--- src/rtl/dsp48a1_pkg.sv ---
// Shared types and constants for the DSP48A1 multiply-accumulate sequencer.
package dsp48a1_pkg;

    localparam logic [7:0] OPM_MULT = 8'h01;   // X=M, Z=0
    localparam logic [7:0] OPM_MAC  = 8'h09;   // X=M, Z=P

    localparam int PIPE_LAT_MIN = 3;
    localparam int PIPE_LAT_MAX = 4;

    typedef enum logic [1:0] {
        IDLE  = 2'd0,
        FEED  = 2'd1,
        DRAIN = 2'd2,
        HOLD  = 2'd3
    } mac_state_t;

    typedef struct packed {
        logic valid;
        logic first;
    } tag_t;

endpackage

--- src/rtl/dsp48a1_mac_ctrl_if.sv ---
// Command, operand, slice-control and result signals of the MAC sequencer.
interface dsp48a1_mac_ctrl_if #(
    parameter int LEN_W    = 8,
    parameter int OPMODE_W = 8
);
    logic                cmd_valid;
    logic                cmd_ready;
    logic [LEN_W-1:0]    cmd_len;
    logic                cmd_acc;
    logic                op_valid;
    logic                op_ready;
    logic                dsp_ce_ab;
    logic                dsp_ce_m;
    logic                dsp_ce_p;
    logic                dsp_rst_p;
    logic [OPMODE_W-1:0] dsp_opmode;
    logic                res_valid;
    logic                res_ready;
    logic                busy;

    modport master (
        input  cmd_valid, cmd_len, cmd_acc, op_valid, res_ready,
        output cmd_ready, op_ready, dsp_ce_ab, dsp_ce_m, dsp_ce_p,
               dsp_rst_p, dsp_opmode, res_valid, busy
    );

    modport slave (
        output cmd_valid, cmd_len, cmd_acc, op_valid, res_ready,
        input  cmd_ready, op_ready, dsp_ce_ab, dsp_ce_m, dsp_ce_p,
               dsp_rst_p, dsp_opmode, res_valid, busy
    );
endinterface

--- src/rtl/dsp48a1_mac_ctrl_tag_pipe.sv ---
// Token shift register that tracks each accepted operand pair through the slice pipeline.
module mac_tag_pipe
    import dsp48a1_pkg::*;
#(
    parameter int DEPTH = 2
) (
    input  logic             clk,
    input  logic             rst,
    input  logic             push,
    input  logic             push_first,
    output logic [DEPTH-1:0] valid_vec,
    output logic             p_first
);
    tag_t [DEPTH-1:0] pipe_q, pipe_d;
    tag_t             head;

    // Shifts every cycle; an empty head is a bubble that keeps downstream CEs low.
    always_comb begin
        head.valid = push;
        head.first = push & push_first;
        pipe_d     = {pipe_q[DEPTH-2:0], head};
        valid_vec  = '0;
        for (int unsigned i = 0; i < DEPTH; i++) begin
            valid_vec[i] = pipe_q[i].valid;
        end
        p_first = pipe_q[DEPTH-1].first;
    end

    always_ff @(posedge clk or posedge rst) begin
        if (rst) pipe_q <= '0;
        else     pipe_q <= pipe_d;
    end
endmodule

--- src/rtl/dsp48a1_mac_ctrl.sv ---
// Sequencer for one DSP48A1 MAC slice: gates operands, drives CE/OPMODE so each product lands in P once.
module dsp48a1_mac_ctrl
    import dsp48a1_pkg::*;
#(
    parameter int LEN_W    = 8,
    parameter int PIPE_LAT = 3,
    parameter int OPMODE_W = 8
) (
    input logic                 clk,
    input logic                 rst,
    dsp48a1_mac_ctrl_if.master  bus
);
    localparam int PL    = (PIPE_LAT < PIPE_LAT_MIN) ? PIPE_LAT_MIN :
                           (PIPE_LAT > PIPE_LAT_MAX) ? PIPE_LAT_MAX : PIPE_LAT;
    localparam int DEPTH = PL - 1;
    localparam bit TWO_AB = (PL == 4);

    mac_state_t       state_q, state_d;
    logic [LEN_W-1:0] cnt_q, cnt_d;
    logic             acc_q, acc_d;
    logic             first_q, first_d;
    logic             rst_p_q, rst_p_d;
    logic             op_ready;
    logic             accept;
    logic [DEPTH-1:0] tag_valid;
    logic             p_first;

    mac_tag_pipe #(.DEPTH(DEPTH)) u_tag_pipe (
        .clk        (clk),
        .rst        (rst),
        .push       (accept),
        .push_first (first_q),
        .valid_vec  (tag_valid),
        .p_first    (p_first)
    );

    always_comb begin
        state_d  = state_q;
        cnt_d    = cnt_q;
        acc_d    = acc_q;
        first_d  = first_q;
        rst_p_d  = 1'b0;
        op_ready = (state_q == FEED) && (cnt_q != '0);
        accept   = bus.op_valid & op_ready;

        case (state_q)
            IDLE: begin
                if (bus.cmd_valid) begin
                    cnt_d   = bus.cmd_len;
                    acc_d   = bus.cmd_acc;
                    first_d = 1'b1;
                    if (bus.cmd_len != '0) begin
                        state_d = FEED;
                    end else if (!bus.cmd_acc) begin
                        // Empty overwrite command: DRAIN finds the pipe empty and carries the P clear.
                        rst_p_d = 1'b1;
                        state_d = DRAIN;
                    end else begin
                        state_d = HOLD;
                    end
                end
            end
            FEED: begin
                if (accept) begin
                    cnt_d   = cnt_q - LEN_W'(1);
                    first_d = 1'b0;
                    if (cnt_q == LEN_W'(1)) state_d = DRAIN;
                end
            end
            DRAIN: begin
                // Leave once only the P stage can still hold a token, so HOLD follows the last ce_p.
                if (~|tag_valid[DEPTH-2:0]) state_d = HOLD;
            end
            HOLD: begin
                if (bus.res_ready) state_d = IDLE;
            end
            default: state_d = IDLE;
        endcase
    end

    always_ff @(posedge clk or posedge rst) begin
        if (rst) begin
            state_q <= IDLE;
            cnt_q   <= '0;
            acc_q   <= 1'b0;
            first_q <= 1'b0;
            rst_p_q <= 1'b0;
        end else begin
            state_q <= state_d;
            cnt_q   <= cnt_d;
            acc_q   <= acc_d;
            first_q <= first_d;
            rst_p_q <= rst_p_d;
        end
    end

    assign bus.cmd_ready  = (state_q == IDLE);
    assign bus.busy       = (state_q != IDLE);
    assign bus.op_ready   = op_ready;
    assign bus.res_valid  = (state_q == HOLD);
    assign bus.dsp_rst_p  = rst_p_q;
    assign bus.dsp_ce_ab  = accept | (TWO_AB & tag_valid[0]);
    assign bus.dsp_ce_m   = tag_valid[DEPTH-2];
    assign bus.dsp_ce_p   = tag_valid[DEPTH-1];
    assign bus.dsp_opmode = !tag_valid[DEPTH-1]  ? '0 :
                            (p_first && !acc_q) ? OPMODE_W'(OPM_MULT) : OPMODE_W'(OPM_MAC);
endmodule
--- src/flat_wrapper.sv ---
// flat-port wrapper written by rule: the top's interface ports become plain ports
module dsp48a1_mac_ctrl_flat import dsp48a1_pkg::*;
#(
    parameter int LEN_W    = 8,
    parameter int PIPE_LAT = 3,
    parameter int OPMODE_W = 8
)
  (clk, rst, bus_cmd_valid, bus_cmd_len, bus_cmd_acc, bus_op_valid, bus_res_ready, bus_cmd_ready, bus_op_ready, bus_dsp_ce_ab, bus_dsp_ce_m, bus_dsp_ce_p, bus_dsp_rst_p, bus_dsp_opmode, bus_res_valid, bus_busy);
  dsp48a1_mac_ctrl_if #(.LEN_W(LEN_W), .OPMODE_W(OPMODE_W)) bus_i ();
  input logic clk;
  input logic rst;
  input wire logic [$bits(bus_i.cmd_valid)-1:0] bus_cmd_valid;
  input wire logic [$bits(bus_i.cmd_len)-1:0] bus_cmd_len;
  input wire logic [$bits(bus_i.cmd_acc)-1:0] bus_cmd_acc;
  input wire logic [$bits(bus_i.op_valid)-1:0] bus_op_valid;
  input wire logic [$bits(bus_i.res_ready)-1:0] bus_res_ready;
  output wire logic [$bits(bus_i.cmd_ready)-1:0] bus_cmd_ready;
  output wire logic [$bits(bus_i.op_ready)-1:0] bus_op_ready;
  output wire logic [$bits(bus_i.dsp_ce_ab)-1:0] bus_dsp_ce_ab;
  output wire logic [$bits(bus_i.dsp_ce_m)-1:0] bus_dsp_ce_m;
  output wire logic [$bits(bus_i.dsp_ce_p)-1:0] bus_dsp_ce_p;
  output wire logic [$bits(bus_i.dsp_rst_p)-1:0] bus_dsp_rst_p;
  output wire logic [$bits(bus_i.dsp_opmode)-1:0] bus_dsp_opmode;
  output wire logic [$bits(bus_i.res_valid)-1:0] bus_res_valid;
  output wire logic [$bits(bus_i.busy)-1:0] bus_busy;
  assign bus_i.cmd_valid = bus_cmd_valid;
  assign bus_i.cmd_len = bus_cmd_len;
  assign bus_i.cmd_acc = bus_cmd_acc;
  assign bus_i.op_valid = bus_op_valid;
  assign bus_i.res_ready = bus_res_ready;
  assign bus_cmd_ready = bus_i.cmd_ready;
  assign bus_op_ready = bus_i.op_ready;
  assign bus_dsp_ce_ab = bus_i.dsp_ce_ab;
  assign bus_dsp_ce_m = bus_i.dsp_ce_m;
  assign bus_dsp_ce_p = bus_i.dsp_ce_p;
  assign bus_dsp_rst_p = bus_i.dsp_rst_p;
  assign bus_dsp_opmode = bus_i.dsp_opmode;
  assign bus_res_valid = bus_i.res_valid;
  assign bus_busy = bus_i.busy;
  dsp48a1_mac_ctrl #(.LEN_W(LEN_W), .PIPE_LAT(PIPE_LAT), .OPMODE_W(OPMODE_W)) u_core (.clk(clk), .rst(rst), .bus(bus_i));
endmodule
--- config.mk ---
export PLATFORM = sky130hd
export DESIGN_NAME = dsp48a1_mac_ctrl_flat
export DESIGN_NICKNAME = d
export VERILOG_FILES = /design/src/rtl/dsp48a1_pkg.sv /design/src/rtl/dsp48a1_mac_ctrl_if.sv /design/src/rtl/dsp48a1_mac_ctrl_tag_pipe.sv /design/src/rtl/dsp48a1_mac_ctrl.sv /design/src/flat_wrapper.sv
export SDC_FILE = /design/constraint.sdc
export NUM_CORES = 1
export LEC_CHECK = 0
export ABC_AREA = 1
export CORE_ASPECT_RATIO = 0.6
export CORE_MARGIN = 1.5
export CORE_UTILIZATION = 49
export CTS_CLUSTER_DIAMETER = 200
export CTS_CLUSTER_SIZE = 14
export DETAILED_ROUTE_END_ITERATION = 16
export PLACE_DENSITY = 0.79
export SYNTH_ARGS = -nofsm -noshare
export SYNTH_HDL_FRONTEND = slang
export SYNTH_SLANG_ARGS = --single-unit
--- constraint.sdc ---
create_clock -name clk -period 2.2 [get_ports clk]
set_clock_uncertainty 0.05 [all_clocks]
set_input_delay 0.44 -clock clk [delete_from_list [all_inputs] [get_ports clk]]
set_output_delay 0.44 -clock clk [all_outputs]
set_load 0.01 [all_outputs]
==> flow_metrics.py, run 1 <==
metrics = {
    "global_routing": {
        "top_usage_layer": "met2",
        "antenna_found_initial": 0,
        "gr-usage-all-layers_pct": 22.1,
        "grt_max_degree": 18,
        "grt-ovfl-total": 0,
        "use_met3_pct": 6.49,
        "use_met2_pct": 32.7,
        "grt_pass1_wl_um": 4960,
        "met1_usage_pct": 31.6,
        "grt_pass1_vias": 1034,
    },
    "worst_setup_path": {
        "critPathMaxStageDelay_ns": 0.43,
        "crit_family": "simple AND/OR/NAND/NOR gates",
        "end_kind": "output pin",
        "worstPathRequired_ns": 1.71,
        "slowest_stage": "dfrtp_1",
        "crit_arrival_ns": 1.62,
        "path_class": "flop to output pin",
        "path_buf_inv": 2,
        "crit_fanout": 4,
        "worstSetupStartpointType": "flop",
        "cp_num_cells": 7,
        "reg2reg_depth": 9,
        "crit_chain": "nor2_1 > nand2_2 > nor2_4 > nor2_2 > nand2_1 > inv_1 > dlygate4sd2_1",
    },
    "synth": {
        "yosys.area.top_type": "dfrtp_1",
        "ys_warn_count": 0,
        "syn_inst": 171,
        "synth_edf_count": 0,
        "muxShareOfSynthArea_pct": 0.780,
        "synth_compound_area_share_pct": 12.4,
        "synth_flop_cell": "dfrtp_1",
        "synthAdderAreaFrac_pct": 6.82,
        "synthSimpleGateAreaFrac_pct": 31.2,
        "syn_area_um2": 1280,
        "ys_ff_latch": 17,
        "avgSynthCellArea_um2": 7.51,
        "synth_top_family_by_area": "simple AND/OR/NAND/NOR gates",
        "synthArstFlopShare_pct": 100,
        "synth_xor_xnor_area_share_pct": 0.682,
        "ys_types": 29,
        "synth.area.top_cells": "dfrtp_1 (33%), nand2_1 (13%), ha_1 (6.8%)",
        "synth.top_cell.area_share_pct": 33.1,
        "yosysSeqAreaShare_pct": 33.1,
    },
    "layout": {
        "final_util_pct": 64.8,
        "n_antenna_cell": 0,
        "synthToLayoutAreaGrowth_pct": 25.5,
        "layout_commonest_cell": "nand2_1",
        "finalNonFillerCells": 233,
        "design_area_um2": 1610,
        "layout-drive-gt1-share_pct": 17.9,
        "final_cell_mix": "nand2_1 (44), nor2_1 (22), inv_1 (19), clkdlybuf4s50_1 (19), dfrtp_1 (17)",
        "fin_nets": 223,
    },
    "clocking": {
        "cts_tree": "done",
        "cts_buffers": 3,
        "cts_sinks": 17,
        "clkLatencyLatePin_ns": 0.25,
        "clockBufferDepth": 2,
        "cts-root-buf": "clkbuf_8",
        "clkSlewWorstSetupHoldPaths_ns": 0.07,
        "cts_max_level": 1,
    },
    "placement": {
        "gp_congestion": 0.930,
        "place_inst": 229,
        "place_area_um2": 1550,
        "io_buffers": 23,
        "post-dp-hpwl_um": 2370,
    },
    "pwr": {
        "power_density_nw_per_um2": 1390,
        "leakage_nw": 0.813,
        "ir_worst_vdd_mv": 0.659,
    },
    "routing": {
        "vias": 1151,
        "drtIter0Drc": 62,
        "drtPass1Iterations": 6,
        "ant_nets": 0,
        "avgViaCountPerCell": 4.94,
        "avgRoutedWirePerCell_um": 13.0,
        "drc": 0,
        "routed_wl_um": 3030,
    },
    "floorplanning": {
        "die_x_um": 69.1,
        "die_area_um2": 2950,
        "floorplan.initialDensity_pct": 51.6,
        "io_pins": 30,
        "die_h_um": 42.6,
        "coreArea_um2": 2490,
        "rows": 14,
    },
    "flow_run": {
        "cap_viol_max_count": 0,
    },
    "sta": {
        "clock.fmax_mhz": 475,
        "max_slew_margin_pct": 55.1,
        "setup_tns_ns": 0,
        "tightest_slew_ns": 0.672,
        "min_period_over_period_pct": 95.7,
        "hold_violations": 0,
        "finalMaxSlewViolations": 0,
        "fin_crit_ns": 2.11,
        "rsz0062_at_grt": "no",
        "setup_viol": 0,
    },
    "run_status": {
        "status": "finished clean",
    },
    "hold_path": {
        "hp-class": "flop to flop",
        "hold_depth": 0,
    },
}
[state kept, by name, indices dropped and copies added, names as in the netlist]
register                     count
u_core.first_q                   1
u_core.u_tag_pipe.p_first        1
u_core.bus.dsp_rst_p             1
u_core.u_tag_pipe.pipe_d         1
u_core.state_q                   2
u_core.cnt_q                     8
u_core.acc_q                     1
u_core.u_tag_pipe.valid_vec      2
[report_power, final]
group	internal (W)	switching, W	total, W	leakage [nW]
clock network	0.000126	0.000112	0.000238	0.0255
logic	0.000622	0.000818	0.00144	0.573
registers	0.000447	0.000122	0.000569	0.214
[stage by stage]
stage | total power [W] | worst slack, ns | hold slack [ns]
2_1_floorplan | 0.00161 | 0.435 | 0.281
3_3_place_gp | 0.00193 | 0.0681 | 0.283
3_5_place_dp | 0.00199 | 0.0593 | 0.286
4_1_cts | 0.00223 | 0.0289 | 0.302
5_1_grt | 0.00245 | 0.00760 | 0.307
6_report | 0.00225 | 0.0936 | 0.300
[path summary, 6_finish.rpt]
check,start,endpoint,slack (ns)
setup / recovery,u_core.cnt_q[5]$_DFFE_PP0P_,bus_dsp_ce_ab,0.09
hold / removal,u_core.u_tag_pipe.pipe_d[2]$_DFF_PP0_,u_core.u_tag_pipe.p_first$_DFF_PP0_,0.30
setup reg to reg,u_core.state_q[0]$_DFFE_PP0P_,u_core.cnt_q[6]$_DFFE_PP0P_,0.42
hold reg to reg,u_core.u_tag_pipe.pipe_d[2]$_DFF_PP0_,u_core.u_tag_pipe.p_first$_DFF_PP0_,0.30
max in group asynchronous,rst,u_core.bus.dsp_rst_p$_DFF_PP0_,1.14
min in group asynchronous,rst,u_core.u_tag_pipe.valid_vec[1]$_DFF_PP0_,0.53
[cell usage after synthesis, types with 2 or more instances]
cell type,n
ha_1,7
inv_1,22
or2_2,2
nand3_1,10
o21ai_2,8
buf_4,7
a21oi_1,3
nand2_1,44
nand2_2,4
dfrtp_1,17
o21ai_0,7
nor2_1,23
[metal layers]
metal	part of all wire (%)	routed length, µm
met5	0	0
met1	46	1400
met4	0.89	27
met2	43	1290
met3	10	310
[area by class of cell]
cell class / instances / area [µm²]
timing repair buffer: 30 / 282
clock inverter: 1 / 5.00
inverter: 23 / 113
clock buffer: 3 / 41.3
multi-input combinational: 127 / 706
fill: 223 / 876
tap: 32 / 40.0
sequential: 17 / 425
[cell families after synthesis]
family	after synthesis
AND/OR/NAND/NOR	90
buffers and inverters	32
AO/OA/AOI/OAI	22
flip-flops	17
adder cells (fa/ha/maj)	7
other	1
XOR/XNOR	1
multiplexers	1
[timing repair]
item	CTS	global route
hold buffers	0	0
setup buffers	0	0
resized for setup	6	5
endpoints found under the hold margin	0	0
endpoints found under the setup margin	3	3
pin swaps	0	1
[worst register-to-register path, cell delays in order, from the launching register on]
cell     delay (ns)
dfrtp_1        0.42
buf_4          0.16
inv_1          0.08
ha_2           0.24
inv_2          0.08
nor2_1         0.13
inv_1          0.11
nand3_4        0.25
nand2_1        0.12
o21ai_2        0.07
No activity file was read; power rests on OpenSTA's default activity.
==> run 2: changes to the inputs <==
--- a/config.mk
+++ b/config.mk
@@ -12,7 +12,9 @@
 export CTS_CLUSTER_DIAMETER = 200
 export CTS_CLUSTER_SIZE = 14
 export DETAILED_ROUTE_END_ITERATION = 16
+export GPL_TIMING_DRIVEN = 0
 export PLACE_DENSITY = 0.79
+export SLEW_MARGIN = 15
 export SYNTH_ARGS = -nofsm -noshare
 export SYNTH_HDL_FRONTEND = slang
 export SYNTH_SLANG_ARGS = --single-unit
==> flow_metrics.py, run 2 (synthesis results as in run 1) <==
metrics = {
    "worst_setup_path": {
        "crit_arrival_ns": 1.64,
        "crit_family": "buffers and inverters",
        "reg2reg_from": "u_core.state_q[0]$_DFFE_PP0P_",
        "reg2reg_depth": 9,
        "path_buf_inv": 2,
        "slowest_stage": "clkdlybuf4s50_1",
        "rrSetupSlack_ns": 0.40,
        "crit_chain": "inv_1 > ha_1 > clkdlybuf4s50_1",
        "end_kind": "output pin",
        "critPathMaxStageDelay_ns": 0.59,
        "path_class": "flop to output pin",
        "crit_fanout": 5,
        "worstSetupStartpointType": "flop",
        "reg2reg_to": "u_core.first_q$_DFFE_PP0P_",
        "worstPathRequired_ns": 1.71,
    },
    "clocking": {
        "cts-root-buf": "clkbuf_8",
        "cts_sinks": 17,
        "clkSlewWorstSetupHoldPaths_ns": 0.07,
        "cts_buffers": 3,
        "clkLatencyLatePin_ns": 0.25,
        "cts_max_level": 1,
        "postCtsHoldBufs": 0,
        "clockBufferDepth": 2,
        "cts_tree": "done",
    },
    "global_routing": {
        "gr-usage-all-layers_pct": 20.5,
        "grt_max_degree": 18,
        "grt_pass1_wl_um": 4790,
        "grt-ovfl-total": 0,
        "grt_pass1_vias": 1058,
        "antenna_found_initial": 0,
    },
    "layout": {
        "n_antenna_cell": 0,
        "layout_commonest_cell": "nand2_1",
        "final_util_pct": 66.2,
        "finalNonFillerCells": 237,
        "design_area_um2": 1650,
        "layout-drive-gt1-share_pct": 17.6,
        "fillers": 209,
        "regMostFlops": "u_core.cnt_q",
        "synthToLayoutAreaGrowth_pct": 28.3,
        "fin_nets": 227,
        "largest_reg_flops": 8,
        "final_cell_mix": "nand2_1 (44), nor2_1 (22), inv_1 (21), clkdlybuf4s50_1 (20), dfrtp_1 (17)",
    },
    "sta": {
        "setup_tns_ns": 0,
        "fin_crit_ns": 2.13,
        "max_slew_margin_pct": 55.7,
        "hold_violations": 0,
        "setup_slack_ns": 0.0666,
        "clock.fmax_mhz": 469,
        "min_period_over_period_pct": 97.0,
        "setup_viol": 0,
        "tightest_slew_ns": 0.663,
        "finalMaxSlewViolations": 0,
    },
    "hold_path": {
        "whs_endpoint": "u_core.u_tag_pipe.p_first$_DFF_PP0_",
        "hp-class": "flop to flop",
        "hold_depth": 0,
        "holdCritStartpoint": "u_core.u_tag_pipe.pipe_d[2]$_DFF_PP0_",
    },
    "pwr": {
        "leakage_nw": 0.825,
        "ir_worst_vdd_mv": 0.651,
        "power_density_nw_per_um2": 1370,
    },
    "floorplanning": {
        "coreArea_um2": 2490,
        "rows": 14,
        "die_area_um2": 2950,
        "floorplan.initialDensity_pct": 51.6,
        "io_pins": 30,
        "die_x_um": 69.1,
        "die_h_um": 42.6,
    },
    "placement": {
        "place_area_um2": 1570,
        "dpl_worst_slack_ns": -0.100,
        "place_inst": 231,
        "io_buffers": 23,
        "gp_congestion": 0.898,
        "post-dp-hpwl_um": 2250,
    },
    "flow_run": {
        "cap_viol_max_count": 0,
    },
    "routing": {
        "avgViaCountPerCell": 4.92,
        "wl_met2_um": 1210,
        "ant_nets": 0,
        "drc": 0,
        "vias": 1167,
        "routed_wl_um": 2860,
        "wl_met1_um": 1380,
        "dr_wl_met3_um": 271,
        "drtPass1Iterations": 4,
        "avgRoutedWirePerCell_um": 12.1,
        "drtIter0Drc": 102,
        "highest_layer": "met4",
    },
    "run_status": {
        "status": "finished clean",
    },
}
[run 2: worst max path at each step]
stage	from	end	slack, ns	depth (start not counted)
3_5_place_dp	u_core.state_q[1]$_DFFE_PP0P_	bus_dsp_ce_ab	-0.1	7
3_3_place_gp	u_core.state_q[1]$_DFFE_PP0P_	bus_dsp_ce_ab	-0.04	7
4_1_cts	u_core.state_q[1]$_DFFE_PP0P_	bus_dsp_ce_ab	0.002	7
2_1_floorplan	u_core.state_q[1]$_DFFE_PP0P_	bus_dsp_ce_ab	0.44	6
5_1_grt	u_core.state_q[1]$_DFFE_PP0P_	bus_dsp_ce_ab	-0.02	7
6_report	u_core.state_q[1]$_DFFE_PP0P_	bus_cmd_ready	0.07	3
[run 2: through the flow]
stage	hold WS, ns	power, W
after floorplan	0.281	0.00161
after global placement	0.284	0.00194
after detailed placement	0.293	0.00198
after CTS	0.309	0.00222
after global routing	0.318	0.00244
final	0.303	0.00225
[run 2: power breakdown]
group / switching, W / internal (W)
Combinational: 0.000791 / 0.000642
Sequential: 0.000132 / 0.000447
Clock: 0.000108 / 0.000129
[run 2: final cells by class]
type,instances,area [µm²],area share (%)
multi-input combinational,127,703,42.7
inverter,23,113,6.84
sequential,17,425,25.8
clock buffer,4,45.0,2.74
buffer,9,76.3,4.64
timing repair buffer,25,244,14.8
tap,32,40.0,2.43
[run 2: per-layer routing]
| layer | GRT usage [%] | up-vias |
|---|---|---|
| li1 | - | 590 |
| met4 | 4.31 | 0 |
| met5 | 0 | - |
| met1 | 30.7 | 517 |
| met2 | 28.8 | 58 |
| met3 | 6.25 | 2 |
[run 2: repair_timing]
item,in CTS,in global routing
endpoints found under the setup margin,3,1
setup buffers,0,2
gates resized for setup,7,2
pin swaps,0,0
==> run 3: changes to the inputs <==
--- a/config.mk
+++ b/config.mk
@@ -6,6 +6,7 @@
 export NUM_CORES = 1
 export LEC_CHECK = 0
 export ABC_AREA = 1
+export CAP_MARGIN = 20
 export CORE_ASPECT_RATIO = 0.6
 export CORE_MARGIN = 1.5
 export CORE_UTILIZATION = 49
==> results of run 3 <==
Final layout, timing and power as in run 2 (identical DEF).
